<file path="src/rtl/io_axil_arbiter.sv">
// Two-requester round-robin arbiter driving one AXI4-Lite master transaction at a time.
// Requester 0 is the load/store unit, requester 1 the debug/boot loader.
module io_axil_arbiter #(
   parameter int ADDR_W = 4,
   parameter int DATA_W = 32
) (
   input  logic                   clk,
   input  logic                   rst_n,
   input  logic [1:0]             req_valid_i,
   input  logic [1:0]             req_we_i,
   input  logic [2*ADDR_W-1:0]    req_addr_i,
   input  logic [2*DATA_W-1:0]    req_wdata_i,
   input  logic [2*DATA_W/8-1:0]  req_wstrb_i,
   output logic [1:0]             req_ack_o,
   output logic [1:0]             req_done_o,
   output logic [DATA_W-1:0]      rsp_rdata_o,
   output logic [1:0]             rsp_resp_o,
   output logic [ADDR_W-1:0]      awaddr_o,
   output logic                   awvalid_o,
   input  logic                   awready_i,
   output logic [DATA_W-1:0]      wdata_o,
   output logic [DATA_W/8-1:0]    wstrb_o,
   output logic                   wvalid_o,
   input  logic                   wready_i,
   input  logic [1:0]             bresp_i,
   input  logic                   bvalid_i,
   output logic                   bready_o,
   output logic [ADDR_W-1:0]      araddr_o,
   output logic                   arvalid_o,
   input  logic                   arready_i,
   input  logic [DATA_W-1:0]      rdata_i,
   input  logic [1:0]             rresp_i,
   input  logic                   rvalid_i,
   output logic                   rready_o
);

   localparam int STRB_W = DATA_W / 8;

   typedef enum logic [2:0] {
      S_IDLE, S_WR, S_WR_B, S_RD_A, S_RD_R, S_DONE
   } state_e;

   state_e              state_q;
   logic                last_grant_q;
   logic [ADDR_W-1:0]   addr_q;
   logic [DATA_W-1:0]   wdata_q;
   logic [STRB_W-1:0]   wstrb_q;
   logic                awvalid_q, wvalid_q, arvalid_q, bready_q, rready_q;
   logic                aw_done_q, w_done_q;
   logic [1:0]          req_done_q;
   logic [DATA_W-1:0]   rsp_rdata_q;
   logic [1:0]          rsp_resp_q;

   logic                grant_valid, grant_idx;
   logic                aw_done_d, w_done_d;
   logic [ADDR_W-1:0]   sel_addr;
   logic [DATA_W-1:0]   sel_wdata;
   logic [STRB_W-1:0]   sel_wstrb;
   logic                sel_we;

   // NOTE: every signal written in always_comb gets a default first so no latch is inferred.
   always_comb begin
      grant_valid = 1'b0;
      grant_idx   = 1'b0;
      if (state_q == S_IDLE && |req_valid_i) begin
         grant_valid = 1'b1;
         // On a tie the requester that did not win last time goes first.
         grant_idx   = (&req_valid_i) ? ~last_grant_q : req_valid_i[1];
      end
   end

   assign req_ack_o = {grant_valid & grant_idx, grant_valid & ~grant_idx};

   assign sel_addr  = grant_idx ? req_addr_i[ADDR_W +: ADDR_W]  : req_addr_i[0 +: ADDR_W];
   assign sel_wdata = grant_idx ? req_wdata_i[DATA_W +: DATA_W] : req_wdata_i[0 +: DATA_W];
   assign sel_wstrb = grant_idx ? req_wstrb_i[STRB_W +: STRB_W] : req_wstrb_i[0 +: STRB_W];
   assign sel_we    = grant_idx ? req_we_i[1] : req_we_i[0];

   // A channel counts as finished once it has handshaken now or in an earlier cycle.
   assign aw_done_d = aw_done_q | (awvalid_q & awready_i);
   assign w_done_d  = w_done_q  | (wvalid_q  & wready_i);

   // NOTE: sequential state uses non-blocking assignments only, so every register
   // samples the pre-edge value of its peers regardless of statement order.
   always_ff @(posedge clk or negedge rst_n) begin
      if (!rst_n) begin
         state_q      <= S_IDLE;
         last_grant_q <= 1'b1;
         addr_q       <= '0;
         wdata_q      <= '0;
         wstrb_q      <= '0;
         awvalid_q    <= 1'b0;
         wvalid_q     <= 1'b0;
         arvalid_q    <= 1'b0;
         bready_q     <= 1'b0;
         rready_q     <= 1'b0;
         aw_done_q    <= 1'b0;
         w_done_q     <= 1'b0;
         req_done_q   <= 2'b00;
         rsp_rdata_q  <= '0;
         rsp_resp_q   <= 2'b00;
      end else begin
         req_done_q <= 2'b00;
         case (state_q)
            S_IDLE: begin
               if (grant_valid) begin
                  last_grant_q <= grant_idx;
                  addr_q       <= sel_addr;
                  wdata_q      <= sel_wdata;
                  wstrb_q      <= sel_wstrb;
                  if (sel_we) begin
                     awvalid_q <= 1'b1;
                     wvalid_q  <= 1'b1;
                     state_q   <= S_WR;
                  end else begin
                     arvalid_q <= 1'b1;
                     state_q   <= S_RD_A;
                  end
               end
            end
            S_WR: begin
               if (awvalid_q && awready_i) awvalid_q <= 1'b0;
               if (wvalid_q && wready_i)   wvalid_q  <= 1'b0;
               if (aw_done_d && w_done_d) begin
                  aw_done_q <= 1'b0;
                  w_done_q  <= 1'b0;
                  bready_q  <= 1'b1;
                  state_q   <= S_WR_B;
               end else begin
                  aw_done_q <= aw_done_d;
                  w_done_q  <= w_done_d;
               end
            end
            S_WR_B: begin
               if (bvalid_i) begin
                  rsp_resp_q <= bresp_i;
                  bready_q   <= 1'b0;
                  req_done_q <= {last_grant_q, ~last_grant_q};
                  state_q    <= S_DONE;
               end
            end
            S_RD_A: begin
               if (arready_i) begin
                  arvalid_q <= 1'b0;
                  rready_q  <= 1'b1;
                  state_q   <= S_RD_R;
               end
            end
            S_RD_R: begin
               if (rvalid_i) begin
                  rsp_rdata_q <= rdata_i;
                  rsp_resp_q  <= rresp_i;
                  rready_q    <= 1'b0;
                  req_done_q  <= {last_grant_q, ~last_grant_q};
                  state_q     <= S_DONE;
               end
            end
            S_DONE:  state_q <= S_IDLE;
            default: state_q <= S_IDLE;
         endcase
      end
   end

   assign awaddr_o    = addr_q;
   assign araddr_o    = addr_q;
   assign wdata_o     = wdata_q;
   assign wstrb_o     = wstrb_q;
   assign awvalid_o   = awvalid_q;
   assign wvalid_o    = wvalid_q;
   assign arvalid_o   = arvalid_q;
   assign bready_o    = bready_q;
   assign rready_o    = rready_q;
   assign req_done_o  = req_done_q;
   assign rsp_rdata_o = rsp_rdata_q;
   assign rsp_resp_o  = rsp_resp_q;

endmodule

</file>
<file path="config.mk">
export PLATFORM = sky130hd
export DESIGN_NAME = io_axil_arbiter
export DESIGN_NICKNAME = d
export VERILOG_FILES = /design/src/rtl/io_axil_arbiter.sv
export SDC_FILE = /design/constraint.sdc
export NUM_CORES = 1
export LEC_CHECK = 0
export CELL_PAD_IN_SITES_DETAIL_PLACEMENT = 0
export CELL_PAD_IN_SITES_GLOBAL_PLACEMENT = 1
export CORE_UTILIZATION = 31
export DETAILED_ROUTE_END_ITERATION = 10
export GPL_ROUTABILITY_DRIVEN = 0
export MAX_ROUTING_LAYER = met4
export PLACE_DENSITY = 0.82
export SLEW_MARGIN = 10
export SYNTH_ARGS = -nofsm -noshare
export SYNTH_HDL_FRONTEND = slang
export SYNTH_SLANG_ARGS = --single-unit
</file>
<file path="constraint.sdc">
create_clock -name clk -period 3.6 [get_ports clk]
set_clock_uncertainty 0.2 [all_clocks]
set_input_delay 0.72 -clock clk [delete_from_list [all_inputs] [get_ports clk]]
set_output_delay 0.72 -clock clk [all_outputs]
set_load 0.01 [all_outputs]
</file>
==> impl_summary.md <==
Outcome
The run finished with clean final reports.

Timing
The number of pins with negative max-slew slack in the final report is 0. The slew at the pin closest to its max-slew limit is approximately 0.73 ns. Setup violations remaining at the end of the flow were counted as 0. The total negative slack is 0 ns. Headroom to the max-slew limit came out at 0.511. The worst hold slack across all endpoints is 0.119 ns. The shortest period the worst path allows is 3.15 ns.

The count of final hold-check violations came to 0. Derived from the worst setup path, the maximum achievable clock frequency is 0.318 GHz. The final cycle utilization of the critical path is 0.874.

Setup repair after global routing left no endpoint under its margin.

Synth
The post-synthesis instance total is 334. The most common cell in the synthesized netlist is dfrtp_1. The portion of the post-synthesis area used by sequential elements is 0.554. The distinct cell type count after synthesis is 34. The synthesized design contains 87 register bits. Yosys attributes the largest share of cell area to dfrtp_1 (55%), mux2_4 (11%), o21ai_0 (5.6%). The cell taking the most area after synthesis is dfrtp_1. The portion of synthesized cell area occupied by the leading cell type is 0.547. The synthesized design contains 0 enable-type register cells.

The async set or reset register ratio after synthesis is 1.00. A synthesized cell averages between 10 and 15 µm². The cell area after technology mapping is 3930 µm². The commonest cells after synthesis are dfrtp_1 (86), nand2_1 (45), o21ai_0 (44). The number of nets in the synthesized netlist is 461.

The number of warnings printed during yosys synthesis is 0. Among all flip-flop cells after synthesis, the most frequent one is dfrtp_1.

Route
Across all layers, the routed design uses 3,367 vias. The first TritonRoute pass finished after 4 iterations. Using the TritonRoute via totals, the vias-per-cell ratio works out to between 4 and 5. After detailed routing, the number of remaining DRC violations is 0.

For this block, the routed nets add up to 11.5 mm of wire. The first routing iteration left roughly 170 violations. After detailed routing, the average wire length per cell comes to 16.2 µm. The post-route antenna net violation count is 0.

Floorplanning
The initial cell density of the core is 0.323. The die covers ~13,000 µm². The total number of placement rows is 40. For this design the top-level I/O count stands at 214. The die is between 100 and 150 µm tall.

The floorplan step defined a core boundary enclosing roughly 12,000 µm². The die boundary width is about 110 µm.

Power
In this run the power density over the cells is ~800 nW/µm². The worst-case IR drop observed on VDD is 0.000345 V. The analysis attributes to cell leakage a power of 0.00279 µW.

Clocking
In this run the post-CTS setup repair buffer count came out at 0. The TritonCTS clock tree is built. Clock-pin slew was measured on the worst setup and hold paths at roughly 0.060 ns.

The number of hold buffers added after CTS was 0. Counting along the longest clock path gives a buffer depth of 2. The number of instances resized during post-cts repair is 0. The CTS root buffer is clkbuf_16. The TritonCTS sink count is 87. The number of buffers created by CTS is 9. The H-tree was split into 3 levels. Clock latency on the worst-skew pair, taken at its later pin, is 0.34 ns.

Finish
The number of nets at the end of the flow is between 600 and 700. From synthesis to final layout, the design area changed by 66.3%. The number of antenna diodes in the final layout is 0. Once layout is complete, the utilization of the core stands at 0.538. The filler-free cell count of the finished design is approximately 710.

Of the cells placed in the final design, the portion with a size suffix greater than 1 is 0.114. The number of filler instances in the final layout is approximately 1,100. The post-layout instance area is about 6500 µm².

Critical path
The maximum fanout count along the critical path is 4. The worst setup path is captured at an output pin. The buffer and inverter count on the worst path is 2. The count of cells along the worst register-to-register path is 4. The critical path in this run is classified as in -> out.

The worst reg2reg path startpoint is state_q[0]. The worst path arrival time is 2.23 ns. The cell family contributing the most delay on the critical path is buffers and inverters.

Traced cell by cell, the critical path runs through clkdlybuf4s50_1 > a21boi_4 > and2_1 > clkdlybuf4s50_1. The startpoint class of the critical path is a primary input. The cell repeated most along the worst path is clkdlybuf4s50_1. The end of the worst register-to-register path is rsp_rdata_o[9].

The highest cell delay on the worst timing path is 0.58 ns. The master of the slowest instance on the critical path is clkdlybuf4s50_1. The reg-to-reg setup timing slack is 1.44 ns. The critical path data required time is 2.68 ns.

Place
In this run the cell area measured after placement is 6180 µm². The wire-length estimate of the detail-placed layout is 8.27 mm. The count of input and output buffers is 213. After detailed placement, the design holds a cell count of 695.

GRT
After global routing the overflow that remains totals 0. The largest net degree at the start of global routing is 62. The initial antenna violation count is 0. The via count of the first global-routing pass is approximately 3,400. The global routing usage summed across all routing layers is 0.183.

The wire length of the first global-routing pass is about 18 mm.

Min path
The type of the worst min-delay path is in -> async.

Run
Across the run, the number of max-cap violations was 0.
## power breakdown
group	total [µW]	switching [µW]	internal, µW
Combinational	2290	936	1350
Clock	1130	386	747
Sequential	1750	305	1440
Total	5170	1630	3540
## layer usage
metal / vias to the layer above / part of all wire / track usage
met4: 0 / 0.0092 / 0.0502
met1: 1611 / 0.43 / 0.213
met3: 10 / 0.075 / 0.0603
met5: - / 0 / -
li1: 1586 / - / -
met2: 160 / 0.49 / 0.304
## through the flow
| stage | worst slack (ns) | total power, µW |
|---|---|---|
| after floorplan | 1.33 | 2800 |
| after global placement | 0.457 | 4020 |
| after detailed placement | 0.452 | 4070 |
| after CTS | 0.443 | 5230 |
| after global routing | 0.399 | 5480 |
| final | 0.453 | 5170 |
## worst reg2reg max path: stages, from the launching register on
cell     delay, ns
dfrtp_1       0.54
nor2_1        0.21
and3_2        0.19
buf_4         0.48
mux2_2        0.42
## cell type report
class,instances,area [µm²],area share
flip-flops and latches,87,2180,0.333
inverters,3,11.3,0.00172
clock inverters,6,133,0.0203
multi-input cells,218,1600,0.245
well taps,168,210,0.0321
clock buffers,10,229,0.0350
repair buffers,219,2170,0.333
## worst max path at each step
| stage | from | to | slack [ns] | depth (start not counted) |
|---|---|---|---|---|
| after floorplan | req_valid_i[1] | req_ack_o[0] | 1.33 | 3 |
| after global placement | req_valid_i[0] | req_ack_o[0] | 0.46 | 4 |
| after detailed placement | req_valid_i[0] | req_ack_o[0] | 0.45 | 4 |
| after CTS | req_valid_i[0] | req_ack_o[0] | 0.44 | 4 |
| after global routing | req_valid_i[1] | req_ack_o[1] | 0.40 | 4 |
| final | req_valid_i[1] | req_ack_o[1] | 0.45 | 4 |
## flip-flops by register name, indices dropped and copies added (netlist names)
name / cells
wdata_o: 32
aw_done_q: 1
wvalid_o: 1
w_done_q: 1
wstrb_o: 4
rsp_rdata_o: 32
arvalid_o: 1
last_grant_q: 1
rsp_resp_o: 2
req_done_o: 2
bready_o: 1
araddr_o: 4
state_q: 3
awvalid_o: 1
rready_o: 1
## logic make-up (layout without fill, tap and decap cells)
kind of cell	count (synthesis)	after routing	share of synthesized area
compound gates	96	96	0.148
buf+inv	29	238	0.0439
flops	87	87	0.554
mux	53	53	0.174
simple gates	69	69	0.0805
## layout by cell type, fill, tap and decap left out, drive strengths merged, types with 2 or more instances in the layout
master and instances:
a21o 4, a21oi 12, a22oi 22, a2bb2oi 2, a31oi 5, and2 3, buf 7, bufinv 4
clkbuf 10, clkdlybuf4s50 212, dfrtp 86, inv 3, mux2 32, mux2i 21, nand2 45, nand2b 2
nand3b 2, nor2 10, nor2b 3, nor3 2, o21ai 45
Note: power is estimated with default switching activity, not from simulation.
